`config.mk`:
```
export PLATFORM = sky130hd
export DESIGN_NAME = dma_bus_arbiter
export DESIGN_NICKNAME = d
export VERILOG_FILES = /design/src/rtl/dma_bus_arbiter_pkg.sv /design/src/rtl/dma_bus_arbiter_fair_counter.sv /design/src/rtl/dma_bus_arbiter.sv
export SDC_FILE = /design/constraint.sdc
export NUM_CORES = 1
export LEC_CHECK = 0
export ABC_AREA = 1
export BUFFER_PORTS_ARGS = -buffer_cell sky130_fd_sc_hd__buf_4
export CORE_MARGIN = 2
export CORE_UTILIZATION = 41
export CTS_CLUSTER_SIZE = 10
export DETAILED_ROUTE_END_ITERATION = 10
export PLACE_DENSITY = 0.84
export RECOVER_POWER = 100
export SYNTH_ARGS = -nofsm -noshare
export SYNTH_HDL_FRONTEND = slang
export SYNTH_SLANG_ARGS = --single-unit
export TNS_END_PERCENT = 30
```
`constraint.sdc`:
```
create_clock -name clk -period 2.3 [get_ports clk]
set_input_delay 0.23 -clock clk [delete_from_list [all_inputs] [get_ports clk]]
set_output_delay 0.23 -clock clk [all_outputs]
set_load 0.01 [all_outputs]
```
`src/rtl/dma_bus_arbiter_pkg.sv`:
```
// Shared encodings for the CPU/DMA memory bus arbiter: FSM states and 6502 RW levels.
package dma_bus_arbiter_pkg;

  typedef enum logic [1:0] {
    ST_CPU     = 2'd0,
    ST_STALL   = 2'd1,
    ST_DMA     = 2'd2,
    ST_RELEASE = 2'd3
  } arb_state_e;

  localparam logic RW_READ  = 1'b1;
  localparam logic RW_WRITE = 1'b0;

  // Bits needed to hold a count from 0 up to max_val inclusive.
  function automatic int cnt_width(input int max_val);
    return (max_val < 1) ? 1 : $clog2(max_val + 1);
  endfunction

endpackage

```
`src/rtl/dma_bus_arbiter_fair_counter.sv`:
```
// Burst length and post-release CPU window counters for the bus arbiter.
module arb_fair_counter
  import dma_bus_arbiter_pkg::*;
#(
  parameter int MAX_BURST = 16,
  parameter int FAIR_GAP  = 4
) (
  input  logic clk,
  input  logic rst_ni,
  input  logic load_i,
  input  logic gap_dec_i,
  input  logic burst_inc_i,
  output logic burst_done_o,
  output logic gap_zero_o
);

  localparam int BW = cnt_width(MAX_BURST);
  localparam int GW = cnt_width(FAIR_GAP);

  logic [BW-1:0] burst_cnt_q, burst_cnt_d;
  logic [GW-1:0] gap_cnt_q, gap_cnt_d;

  assign gap_zero_o   = (gap_cnt_q == '0);
  // Asserted when the transfer happening now is the last one the grant allows.
  assign burst_done_o = burst_inc_i && (burst_cnt_q == BW'(MAX_BURST - 1));

  always_comb begin
    burst_cnt_d = burst_cnt_q;
    gap_cnt_d   = gap_cnt_q;
    if (load_i) begin
      burst_cnt_d = '0;
      gap_cnt_d   = GW'(FAIR_GAP);
    end else begin
      if (burst_inc_i) burst_cnt_d = burst_cnt_q + 1'b1;
      if (gap_dec_i && !gap_zero_o) gap_cnt_d = gap_cnt_q - 1'b1;
    end
  end

  always_ff @(posedge clk or negedge rst_ni) begin
    if (!rst_ni) begin
      burst_cnt_q <= '0;
      gap_cnt_q   <= '0;
    end else begin
      burst_cnt_q <= burst_cnt_d;
      gap_cnt_q   <= gap_cnt_d;
    end
  end

endmodule

```
`src/rtl/dma_bus_arbiter.sv`:
```
// Shares the memory bus between the 6502 core and one DMA master; the CPU is
// stalled via RDY and the bus only changes hands once the CPU is on a read.
module dma_bus_arbiter
  import dma_bus_arbiter_pkg::*;
#(
  parameter int ADDR_W    = 16,
  parameter int DATA_W    = 8,
  parameter int MAX_BURST = 16,
  parameter int FAIR_GAP  = 4
) (
  input  logic              clk,
  input  logic              RST,
  input  logic [ADDR_W-1:0] cpu_addr,
  input  logic [DATA_W-1:0] cpu_wdata,
  input  logic              cpu_rw,
  output logic              cpu_rdy,
  output logic [DATA_W-1:0] cpu_rdata,
  input  logic              dma_req,
  input  logic [ADDR_W-1:0] dma_addr,
  input  logic [DATA_W-1:0] dma_wdata,
  input  logic              dma_we,
  output logic              dma_gnt,
  output logic              dma_ack,
  output logic [DATA_W-1:0] dma_rdata,
  output logic [ADDR_W-1:0] mem_addr,
  output logic [DATA_W-1:0] mem_wdata,
  output logic              mem_we,
  input  logic [DATA_W-1:0] mem_rdata
);

  arb_state_e state_q, state_d;
  logic              dma_ack_q;
  logic [DATA_W-1:0] dma_rdata_q;
  logic              xfer;
  logic              burst_done;
  logic              gap_zero;

  assign xfer = (state_q == ST_DMA) && dma_req;

  arb_fair_counter #(
    .MAX_BURST (MAX_BURST),
    .FAIR_GAP  (FAIR_GAP)
  ) u_fair_counter (
    .clk          (clk),
    .rst_ni       (RST),
    .load_i       (state_q == ST_RELEASE),
    .gap_dec_i    (state_q == ST_CPU),
    .burst_inc_i  (xfer),
    .burst_done_o (burst_done),
    .gap_zero_o   (gap_zero)
  );

  always_comb begin
    state_d = state_q;
    unique case (state_q)
      ST_CPU:     if (dma_req && gap_zero) state_d = ST_STALL;
      // The 6502 ignores RDY on writes, so only a read cycle means it is parked.
      ST_STALL: begin
        if (!dma_req)                 state_d = ST_CPU;
        else if (cpu_rw == RW_READ)   state_d = ST_DMA;
      end
      ST_DMA:     if (!dma_req || burst_done) state_d = ST_RELEASE;
      ST_RELEASE: state_d = ST_CPU;
      default:    state_d = ST_CPU;
    endcase
  end

  always_comb begin
    mem_addr  = cpu_addr;
    mem_wdata = cpu_wdata;
    mem_we    = (cpu_rw == RW_WRITE);
    unique case (state_q)
      ST_DMA: begin
        mem_addr  = dma_addr;
        mem_wdata = dma_wdata;
        mem_we    = dma_req & dma_we;
      end
      ST_RELEASE: mem_we = 1'b0;
      default: ;
    endcase
  end

  always_ff @(posedge clk or negedge RST) begin
    if (!RST) begin
      state_q     <= ST_CPU;
      dma_ack_q   <= 1'b0;
      dma_rdata_q <= '0;
    end else begin
      state_q   <= state_d;
      dma_ack_q <= xfer;
      if (xfer) dma_rdata_q <= mem_rdata;
    end
  end

  assign cpu_rdy   = (state_q == ST_CPU);
  assign dma_gnt   = (state_q == ST_DMA);
  assign dma_ack   = dma_ack_q;
  assign dma_rdata = dma_rdata_q;
  assign cpu_rdata = mem_rdata;

endmodule

```
Word level (Yosys, flattened, before mapping)
Index checks and enable logic that the tools add are counted.
{"block": "word_totals", "word_cells": 40, "output_inout_bits": 44, "ff_bits": 19, "in_bits": 61}
{"block": "classes", "bitwise_logic": 2, "mux": 12, "eq_ne": 7, "add_sub_neg": 2, "reduce_logical": 12}
{"op": "two-way mux 16 bit", "n": 1}
{"op": "two-way mux 5 bit", "n": 2}
{"op": "two-way mux 2 bit", "n": 4}
{"op": "two-way mux 8 bit", "n": 1}
{"op": "case mux 2 bit (4 select lines)", "n": 1}
{"op": "two-way mux 3 bit", "n": 2}
{"op": "adder 5 x 1 -> 5 bit (second input constant)", "n": 1}
{"op": "equality test 5 x 4 -> 1 bit (second input constant)", "n": 1}
{"op": "equality test 2 bit (second input constant)", "n": 2}
{"op": "logical AND 1 bit", "n": 4}
{"op": "nonzero test 2 bit", "n": 2}
{"op": "zero test 3 bit", "n": 1}
{"op": "inequality test 3 bit (second input constant)", "n": 1}
{"op": "AND reduction 3 bit", "n": 1}
{"op": "subtractor 3 x 1 -> 3 bit (second input constant)", "n": 1}
{"op": "equality test 2 x 1 -> 1 bit (second input constant)", "n": 1}
{"op": "zero test 1 bit", "n": 2}
{"op": "zero test 2 bit", "n": 1}
{"op": "inequality test 2 x 1 -> 1 bit (second input constant)", "n": 1}
{"op": "inequality test 2 bit (second input constant)", "n": 1}
{"op": "case mux 1 bit (2 select lines)", "n": 1}
{"op": "AND 1 bit", "n": 1}
{"op": "logical OR 1 bit", "n": 1}
{"op": "NOT 1 bit", "n": 1}

Logic depth before layout (Yosys ltp)
Gate-level depths: netlist of run 1.
{"block": "logic_depth", "depth_word": 6, "mapped_depth": 8, "depth_no_buf": 8}

By module
A second synthesis of run 1 with hierarchy kept.
{"block": "hier_totals", "hier_cells": 193, "area_unflattened_um2": 1303.8}
{"mod": "dma_bus_arbiter", "area_each_um2": 892.1, "seq_area_each_um2": 275.3, "n_inst": 1, "cells_each": 143}
{"mod": "arb_fair_counter", "area_each_um2": 411.6, "seq_area_each_um2": 200.2, "n_inst": 1, "cells_each": 50}

Least setup slack after synthesis of run 1
OpenSTA, ideal clock, no wires.
{"block": "synth_timing", "kind": "reg-to-output", "from": "register with a tool-made name", "to": "output mem_addr[10]", "stages_incl_launch_ff": 6, "required_ps": 2070, "setup_slack_ps": 1073, "path_buffers": 1, "arrival_time_ps": 997, "path_cell_list": "dfrtp_1 -> inv_2 -> nor2_4 -> buf_2 -> nand2_1 -> nand2_1"}
{"element": "to (decl)", "line": "dma_bus_arbiter.sv:25", "source": "output logic [ADDR_W-1:0] mem_addr,"}

==> flow_metrics.py, run 1 <==
metrics = {
    "grt": {
        "grt_overflow": 0,
        "grt_pass1_vias": 1218,
        "grt_pass1_wl_mm": 5.147,
        "grt_usage": 0.1867,
        "antenna_found_initial": 0,
        "grt_max_degree": 27,
    },
    "synthesis": {
        "synthTopCellsByArea": "dfrtp_1 (38%), nand2_1 (34%), buf_4 (5.4%), nand3_1 (4.4%), ha_1 (4.0%)",
        "synth.distinct_cells": 15,
        "ys_ff_latch": 19,
        "synthCells": 192,
        "synthFlopType": "dfrtp_1",
        "synth_warnings": 0,
        "syn_area_um2": 1252,
        "synth_nets": 257,
        "synth.yosys.seq_area_share": 0.3796,
        "synth.top_cell.area_share": 0.3796,
        "synthArstFlopShare": 1.000,
        "synthTopCellsByCount": "nand2_1 (115), dfrtp_1 (19), nand3_1 (11)",
        "yosysMostFrequentCell": "nand2_1",
        "syn_avg_cell_area_um2": 6.523,
        "synth_top_area_cell": "dfrtp_1",
        "synth_edf_count": 0,
    },
    "clock_network": {
        "cts_tree": "yes",
        "cts_root_buf": "clkbuf_4",
        "clk_latency_ns": 0.29,
        "cts_max_path_buffers": 2,
        "htreeDepth": 1,
        "cts.sinks": 19,
        "cts_buffers": 3,
        "cts.clk_slew.worst_paths_ns": 0.11,
    },
    "finish": {
        "stdcell_count": 321,
        "num-nets-final": 354,
        "fill_cells": 332,
        "multi_input_area_um2": 638.1,
        "drive_gt1_frac": 0.2326,
        "area_delta_synth_final_pct": 47.65,
        "ff_latch_area_um2": 475.5,
        "n_antenna_cell": 0,
        "fin_area_um2": 1849,
    },
    "detailed_routing": {
        "viasPerCell": 4.592,
        "dr.pass1.iters": 5,
        "ant_nets": 0,
        "route.detailed.drc": 0,
        "drt_iter0_markers": 91,
        "wl_per_cell_um": 11.10,
        "vias": 1474,
        "routed_wl_mm": 3.562,
    },
    "pwr": {
        "vdd_drop_max_mv": 0.6551,
        "p_per_area_nw_per_um2": 921.6,
        "p_leak_nw": 1.038,
    },
    "worst_hold_path": {
        "worstHoldPathCells": 3,
        "hp-start": "mem_rdata[3]",
        "whs_endpoint": "dma_rdata[3]",
        "hold_class": "in2reg",
    },
    "floorplanning": {
        "die_y_um": 59.27,
        "initial_core_util": 0.4206,
        "die_area_um2": 3513,
        "die_w_um": 59.27,
        "rows": 20,
        "core_area_um2": 2978,
        "ioPinCount": 105,
    },
    "timing": {
        "period_minus_slack_ns": 1.872,
        "rsz0062_at_grt": "no",
        "tns_ns": 0,
        "fmax_mhz": 534.1,
        "worst_slew_pin_slew_ns": 1.010,
        "whs_ns": 0.1319,
        "finalSetupViolCount": 0,
        "final_hold_viol_count": 0,
        "fin_crit_sh": 0.8141,
        "slew_violations": 0,
        "max_slew_margin": 0.3264,
        "fin_skew_ns": 0.002117,
    },
    "critical_path": {
        "crit_path_start_kind": "register",
        "path_class": "reg2out",
        "rr_endpoint": "u_fair_counter.burst_cnt_q[4]",
        "r2r_cells": 5,
        "crit_path_max_fanout": 26,
        "ff2ff_setup_slack_ns": 0.52,
        "required_ns": 2.07,
        "cp.arrival_ns": 1.64,
        "end_kind": "output pin",
    },
    "placement": {
        "gp_congestion": 0.7016,
        "hpwl_mm": 2.767,
        "placed_cells": 316,
        "dpl_cell_area_um2": 1983,
        "portBuffers": 104,
    },
    "run": {
        "drv_cap": 0,
    },
    "status": {
        "status": "finished, final reports clean",
    },
}
[flip-flops by register name, indices dropped and copies added (netlist names), named ones only]
register	flops
dma_ack	1
u_fair_counter.burst_cnt_q	5
dma_rdata	8
u_fair_counter.gap_cnt_q	3
state_q	1
[worst max-delay path: stages (launching register included)]
cell and delay [ns]:
dfrtp_1 0.44, inv_1 0.11, nor2_4 0.43, nand2_1 0.11
nand2_1 0.09, clkbuf_1 0.17
[per-layer routing]
layer  vias up  track usage  share of wire
met5         -            0              0
met1       634       0.2197           0.38
li1        772            -              -
met2        66       0.3344           0.51
met4         0      0.07143         0.0076
met3         2      0.03275           0.10
[worst max-delay path by stage]
stage / cells past startpoint / to
finish: 5 / mem_addr[13]
global route: 5 / mem_addr[12]
CTS: 5 / mem_wdata[0]
detailed placement: 5 / u_fair_counter.burst_cnt_q[4]
global placement: 5 / u_fair_counter.burst_cnt_q[4]
floorplan: 5 / mem_addr[10]
[placed cells by master, fill, tap and decap left out, types with 3 or more instances in the layout]
cell type,n
dfrtp_1,19
ha_1,4
o21ai_0,7
buf_4,60
clkbuf_1,45
nor2_1,6
clkbuf_4,3
inv_1,10
nand2_1,116
nand3_1,11
[power by group]
part / total [mW] / switching (mW) / internal (mW) / leakage (nW)
Combinational: 0.978 / 0.622 / 0.356 / 0.777
Clock: 0.166 / 0.102 / 0.0647 / 0.0177
Sequential: 0.560 / 0.0949 / 0.465 / 0.243
Total: 1.70 / 0.818 / 0.886 / 1.04
[through the flow]
stage	utilization	setup slack (ns)	power [mW]
final	0.6210	0.4275	1.704
after global routing	0.6210	0.2548	1.881
after CTS	0.6786	0.4573	1.915
after detailed placement	0.6660	0.7078	1.744
after global placement	0.6660	0.7476	1.711
after floorplan	-	1.073	1.206
[timing repair]
action | CTS | global route
setup buffers | 0 | 0
gates resized for setup | 0 | 0
endpoints found under the hold margin | 19 | 0
endpoints found under the setup margin | 0 | 0
hold buffers | 1 | 0
[final cells by class]
cell class | instances | area share
tap | 33 | 0.02233
clock inverter | 1 | 0.002706
inverter | 10 | 0.02030
sequential | 19 | 0.2571
multi-input combinational | 149 | 0.3451
timing repair buffer | 106 | 0.3403
clock buffer | 3 | 0.01218
[logic make-up (layout without fill, tap and decap cells)]
family                     count (synthesis)  after routing  share of synthesized area
and+or+nand+nor                          137            137                     0.4396
buffers and inverters                     24            120                     0.1089
DFF                                       19             19                     0.3796
AOI/OAI and AO/OA                          8              8                    0.03196
adders and majority gates                  4              4                    0.03996
Power figures use the tool's default switching activity.
==> inputs of run 2 (changes only) <==
--- a/config.mk
+++ b/config.mk
@@ -5,13 +5,13 @@
 export SDC_FILE = /design/constraint.sdc
 export NUM_CORES = 1
 export LEC_CHECK = 0
-export ABC_AREA = 1
+export ABC_AREA = 0
 export BUFFER_PORTS_ARGS = -buffer_cell sky130_fd_sc_hd__buf_4
 export CORE_MARGIN = 2
-export CORE_UTILIZATION = 41
+export CORE_UTILIZATION = 39
 export CTS_CLUSTER_SIZE = 10
 export DETAILED_ROUTE_END_ITERATION = 10
-export PLACE_DENSITY = 0.84
+export PLACE_DENSITY = 0.79
 export RECOVER_POWER = 100
 export SYNTH_ARGS = -nofsm -noshare
 export SYNTH_HDL_FRONTEND = slang
==> constraint.sdc (replaced) <==
create_clock -name clk -period 1.8 [get_ports clk]
set_input_delay 0.18 -clock clk [delete_from_list [all_inputs] [get_ports clk]]
set_output_delay 0.18 -clock clk [all_outputs]
set_load 0.01 [all_outputs]
==> run 2 against run 1 <==
Combinational power increased by 47%. Non-clock buffer count increased by 2. Via count grew 0.34%. Sequential power rose by 35%. Sequential cell count stayed put. Sequential share of layout area shrank 1.8 points. Cell count shrank 3.1%. Setup slack got worse by 0.32 ns. Clock power is 30% higher. Core utilization decreased by 2.0 points. Final area grew 7.6%. Count of clock-buffer cells in the layout unchanged. Largest power group unchanged. Highest routed layer unchanged.
==> flow_metrics.py, run 2 <==
metrics = {
    "clock_network": {
        "postCtsSetupBuffers": 0,
        "clk_latency_ns": 0.30,
        "cts_tree": "yes",
        "htreeDepth": 1,
        "cts_buffers": 3,
        "cts_max_path_buffers": 2,
        "cts_root_buf": "clkbuf_4",
        "cts.sinks": 19,
        "cts.clk_slew.worst_paths_ns": 0.10,
    },
    "critical_path": {
        "end_kind": "output pin",
        "r2r-start": "state_q[0]",
        "crit_path_start_kind": "register",
        "r2r_cells": 4,
        "crit_path_max_fanout": 26,
        "cpMostUsedCell": "nand2_1",
        "critPathTopFamily": "buffers and inverters",
        "cp.arrival_ns": 1.51,
        "worst-path-buf-inv": 2,
        "critical_path.cell_chain": "nand2b_1, buf_4, nand2_1, nand2_1, clkbuf_1",
        "cp_slowest_cell": "dfrtp_1",
        "cp.depth": 5,
        "path_class": "reg2out",
        "required_ns": 1.62,
        "max_stage_delay_ns": 0.39,
    },
    "timing": {
        "fin_skew_ns": 0.001187,
        "fin_crit_sh": 0.9396,
        "worst_slew_pin_slew_ns": 0.9753,
        "finalSetupViolCount": 0,
        "tns_ns": 0,
        "slew_violations": 0,
        "rsz0062_at_grt": "no",
        "period_minus_slack_ns": 1.691,
        "final_hold_viol_count": 0,
        "fmax_mhz": 591.3,
        "max_slew_margin": 0.3498,
    },
    "grt": {
        "grt_pass1_vias": 1396,
        "grt_pass1_wl_mm": 6.272,
        "grt_overflow": 0,
        "antenna_found_initial": 0,
        "grt_max_degree": 29,
        "grt_usage": 0.1913,
    },
    "status": {
        "status": "finished, final reports clean",
    },
    "placement": {
        "dpl_cell_area_um2": 2083,
        "gp_congestion": 0.7413,
        "hpwl_mm": 2.819,
        "portBuffers": 104,
    },
    "detailed_routing": {
        "routed_wl_mm": 3.644,
        "ant_nets": 0,
        "drt_iter0_markers": 87,
        "viasPerCell": 4.756,
        "wl_per_cell_um": 11.72,
        "vias": 1479,
        "dr.pass1.iters": 4,
        "route.detailed.drc": 0,
    },
    "pwr": {
        "p_per_area_nw_per_um2": 1210,
        "finalPower_mw": 2.410,
        "vdd_drop_max_mv": 0.6657,
        "p_leak_nw": 1.099,
    },
    "worst_hold_path": {
        "hp-start": "mem_rdata[6]",
        "worstHoldPathCells": 2,
        "hold_class": "in2reg",
    },
    "synthesis": {
        "synth.top_cell.area_share": 0.3585,
        "synth_top_area_cell": "dfrtp_1",
        "synthTopCellsByCount": "nand2_1 (77), dfrtp_1 (19), buf_4 (8), mux2_4 (8), inv_1 (7)",
        "yosysMostFrequentCell": "nand2_1",
        "synth_warnings": 0,
        "syn_area_um2": 1326,
        "syn_avg_cell_area_um2": 7.848,
        "synthFlopType": "dfrtp_1",
        "synth_edf_count": 0,
        "synthArstFlopShare": 1.000,
        "synthTopCellsByArea": "dfrtp_1 (36%), nand2_1 (22%), mux2_4 (9.1%), buf_4 (4.5%), ha_1 (3.8%)",
        "ys_ff_latch": 19,
        "synthCells": 169,
        "synth.yosys.seq_area_share": 0.3585,
        "synth.distinct_cells": 30,
        "synth_nets": 234,
    },
    "finish": {
        "num-nets-final": 331,
        "drive_gt1_frac": 0.3547,
        "fin_area_um2": 1991,
        "fill_cells": 361,
        "area_delta_synth_final_pct": 50.09,
        "layout_commonest_cell": "nand2_1",
        "final_cell_mix": "nand2_1 (78), buf_4 (75), clkbuf_1 (27)",
        "largest_reg_flops": 8,
        "n_antenna_cell": 0,
        "finish.utilization": 0.6013,
    },
    "floorplanning": {
        "rows": 21,
        "die_area_um2": 3883,
        "core_area_um2": 3311,
        "ioPinCount": 105,
        "die_w_um": 62.32,
        "initial_core_util": 0.4006,
        "die_y_um": 62.32,
    },
    "run": {
        "drv_cap": 0,
    },
}
[run 2: area by class of cell]
| class | count | area [um^2] | share of cell area |
|---|---|---|---|
| flip-flops and latches | 19 | 475.5 | 0.2388 |
| repair buffers | 108 | 699.4 | 0.3514 |
| inverters | 8 | 37.54 | 0.01886 |
| clock inverters | 1 | 5.005 | 0.002514 |
| clock buffers | 3 | 22.52 | 0.01131 |
| well taps | 46 | 57.56 | 0.02891 |
| multi-input cells | 126 | 693.2 | 0.3482 |
[run 2: where the power goes]
part	leakage (nW)	internal, mW	switching [mW]
logic	0.858	0.699	0.738
registers	0.224	0.623	0.135
clock network	0.0177	0.0829	0.132
total	1.10	1.41	1.00
[run 2: cells by family (layout without fill, tap and decap cells)]
group | Yosys count | in the layout | share of synthesized area
buffers and inverters | 24 | 120 | 0.1066
multiplexers | 9 | 9 | 0.09906
AND/OR/NAND/NOR | 93 | 93 | 0.2981
AO/OA/AOI/OAI | 20 | 20 | 0.1000
flip-flops | 19 | 19 | 0.3585
adder cells (fa/ha/maj) | 4 | 4 | 0.03774
[run 2: what timing repair did]
item | 4_1_cts | 5_1_grt
endpoints found under the hold margin | 19 | 0
gates resized for setup | 0 | 0
hold buffers | 1 | 0
[run 2: through the flow]
step	std cells	hold slack, ns	setup slack (ns)
2_1_floorplan	169	-0.1156	0.4166
3_3_place_gp	306	0.06801	0.3953
3_5_place_dp	306	0.06647	0.3696
4_1_cts	311	0.1047	0.1066
5_1_grt	311	0.1031	0.008933
6_report	311	0.1100	0.1087
[run 2: worst paths after layout]
check,end,slack (ns)
setup / recovery,mem_addr[12],0.11
hold / removal,dma_rdata[6],0.11
max in group asynchronous,dma_rdata[5],0.67
min in group asynchronous,u_fair_counter.gap_cnt_q[2],0.54
setup reg to reg,dma_rdata[3],0.12
hold reg to reg,dma_rdata[1],0.53
[run 2: layer usage]
metal	up-vias	track usage	wire length (um)
met1	686	0.2422	1589
li1	733	-	-
met3	2	0.04348	277
met5	-	0	0
met4	0	0.02500	25
met2	58	0.3424	1751
[run 2: worst reg2reg max path, delay by kind of cell, from the launching register on]
kind          cells  cell delay [ns]
buf+inv           1             0.19
simple gates      2             0.59
flops             1             0.38
mux               1             0.42
==> inputs of run 3 (changes only) <==
--- a/config.mk
+++ b/config.mk
@@ -7,11 +7,13 @@
 export LEC_CHECK = 0
 export ABC_AREA = 0
 export BUFFER_PORTS_ARGS = -buffer_cell sky130_fd_sc_hd__buf_4
+export CAP_MARGIN = 20
 export CORE_MARGIN = 2
-export CORE_UTILIZATION = 39
+export CORE_UTILIZATION = 41
+export CTS_BUF_LIST = sky130_fd_sc_hd__clkbuf_4 sky130_fd_sc_hd__clkbuf_8
 export CTS_CLUSTER_SIZE = 10
 export DETAILED_ROUTE_END_ITERATION = 10
-export PLACE_DENSITY = 0.79
+export PLACE_DENSITY = 0.82
 export RECOVER_POWER = 100
 export SYNTH_ARGS = -nofsm -noshare
 export SYNTH_HDL_FRONTEND = slang
==> run 3 against run 2 <==
Setup slack better by 0.0096 ns. Cell count shrank 0.64%. Critical endpoint is now mem_addr[2]. Global-route usage fell by 0.56 points. Clock skew rose by 0.0082 ns. First-iteration DRC count is 9.2% lower. Die area is 4.6% lower. Register-to-register slack better by 0.11 ns. Combinational power shrank 5%.
==> flow_metrics.py, run 3 (synthesis results as in run 2) <==
metrics = {
    "finish": {
        "ff_latch_area_um2": 475.5,
        "largest_reg_flops": 8,
        "drive_gt1_frac": 0.3396,
        "num-nets-final": 331,
        "layout_commonest_cell": "nand2_1",
        "final_cell_mix": "nand2_1 (78), buf_4 (75), clkbuf_1 (23)",
        "n_antenna_cell": 0,
        "fill_cells": 316,
        "multi_input_area_um2": 663.1,
        "area_delta_synth_final_pct": 48.40,
    },
    "timing": {
        "worst_slew_pin_slew_ns": 0.9791,
        "slew_violations": 0,
        "max_slew_margin": 0.3472,
        "fin_skew_ns": 0.009421,
        "final_hold_viol_count": 0,
        "rsz0062_at_grt": "no",
        "fin_crit_sh": 0.9343,
        "finalSetupViolCount": 0,
        "fmax_mhz": 594.6,
        "period_minus_slack_ns": 1.682,
        "worst_slack_ns": 0.1183,
        "tns_ns": 0,
    },
    "grt": {
        "grt_usage": 0.1857,
        "antenna_found_initial": 0,
        "grt_overflow": 0,
        "grt_max_degree": 29,
        "grt_pass1_vias": 1168,
        "grt_pass1_wl_mm": 5.257,
    },
    "floorplanning": {
        "initial_core_util": 0.4344,
        "core_area_um2": 3053,
        "die_y_um": 60.88,
        "ioPinCount": 105,
        "die_w_um": 60.88,
        "die_area_um2": 3706,
        "rows": 20,
    },
    "placement": {
        "hpwl_mm": 2.870,
        "dp_slack_ns": 0.3558,
        "portBuffers": 104,
        "gp_congestion": 0.8043,
    },
    "clock_network": {
        "cts_resized": 0,
        "htreeDepth": 1,
        "cts_root_buf": "clkbuf_4",
        "cts_max_path_buffers": 2,
        "cts.clk_slew.worst_paths_ns": 0.11,
        "clk_latency_ns": 0.30,
        "postCtsSetupBuffers": 0,
        "cts_buffers": 3,
        "cts_hold_buffers": 1,
        "cts_tree": "yes",
        "cts.sinks": 19,
    },
    "detailed_routing": {
        "viasPerCell": 4.689,
        "dr.pass1.iters": 4,
        "drt_iter0_markers": 79,
        "ant_nets": 0,
        "route.detailed.drc": 0,
        "routed_wl_mm": 3.650,
        "vias": 1449,
        "wl_per_cell_um": 11.81,
    },
    "worst_hold_path": {
        "hold_class": "in2reg",
        "worstHoldPathCells": 2,
    },
    "critical_path": {
        "end_kind": "output pin",
        "r2r_cells": 4,
        "crit_path_max_fanout": 26,
        "required_ns": 1.62,
        "path_class": "reg2out",
        "cp.arrival_ns": 1.50,
        "crit_path_start_kind": "register",
    },
    "pwr": {
        "p_leak_nw": 1.067,
        "vdd_drop_max_mv": 0.7729,
        "p_per_area_nw_per_um2": 1187,
    },
    "status": {
        "status": "finished, final reports clean",
    },
    "run": {
        "drv_cap": 0,
    },
}
## run 3: per-layer routing
metal	vias up	wire length (um)	track usage
met2	69	1709	0.3149
met5	-	0	0
li1	737	-	-
met3	2	438	0.05117
met4	0	10	0.03727
met1	641	1491	0.2387
## run 3: critical path, cell delays in order (launching register included)
cell and delay (ns):
dfrtp_1 0.39, nand2b_1 0.19, buf_4 0.31, nand2_1 0.08, nand2_1 0.06, clkbuf_1 0.17
## run 3: final timing paths
check                      slack [ns]         start                          end
setup / recovery                 0.12      register                  mem_addr[2]
hold / removal                    0.1  mem_rdata[1]                 dma_rdata[1]
setup reg to reg                 0.23    state_q[0]                 dma_rdata[0]
hold reg to reg                  0.51  dma_rdata[6]                 dma_rdata[6]
max in group asynchronous        0.63           RST  u_fair_counter.gap_cnt_q[1]
min in group asynchronous        0.57           RST                 dma_rdata[7]
## run 3: report_power, final
part	internal (mW)	leakage, nW	switching [mW]
sequential	0.622	0.224	0.131
clock	0.0845	0.0139	0.134
combinational	0.628	0.830	0.738
total	1.33	1.07	1.00
## run 3: layout make-up
| cell class | count | area share |
|---|---|---|
| inverter | 8 | 0.01907 |
| clock inverter | 1 | 0.003814 |
| sequential | 19 | 0.2416 |
| timing repair buffer | 108 | 0.3592 |
| clock buffer | 3 | 0.01144 |
| multi-input combinational | 126 | 0.3369 |
| tap | 44 | 0.02797 |
## run 3: stage by stage
stage,util,area (um^2),hold slack (ns),power (mW),std cells
floorplan,-,1326,-0.1156,1.711,169
global placement,0.6816,2081,0.06445,2.349,304
detailed placement,0.6816,2081,0.06641,2.381,304
CTS,0.6947,2121,0.1002,2.611,309
global route,0.6447,1968,0.07301,2.558,309
finish,0.6447,1968,0.09546,2.337,309
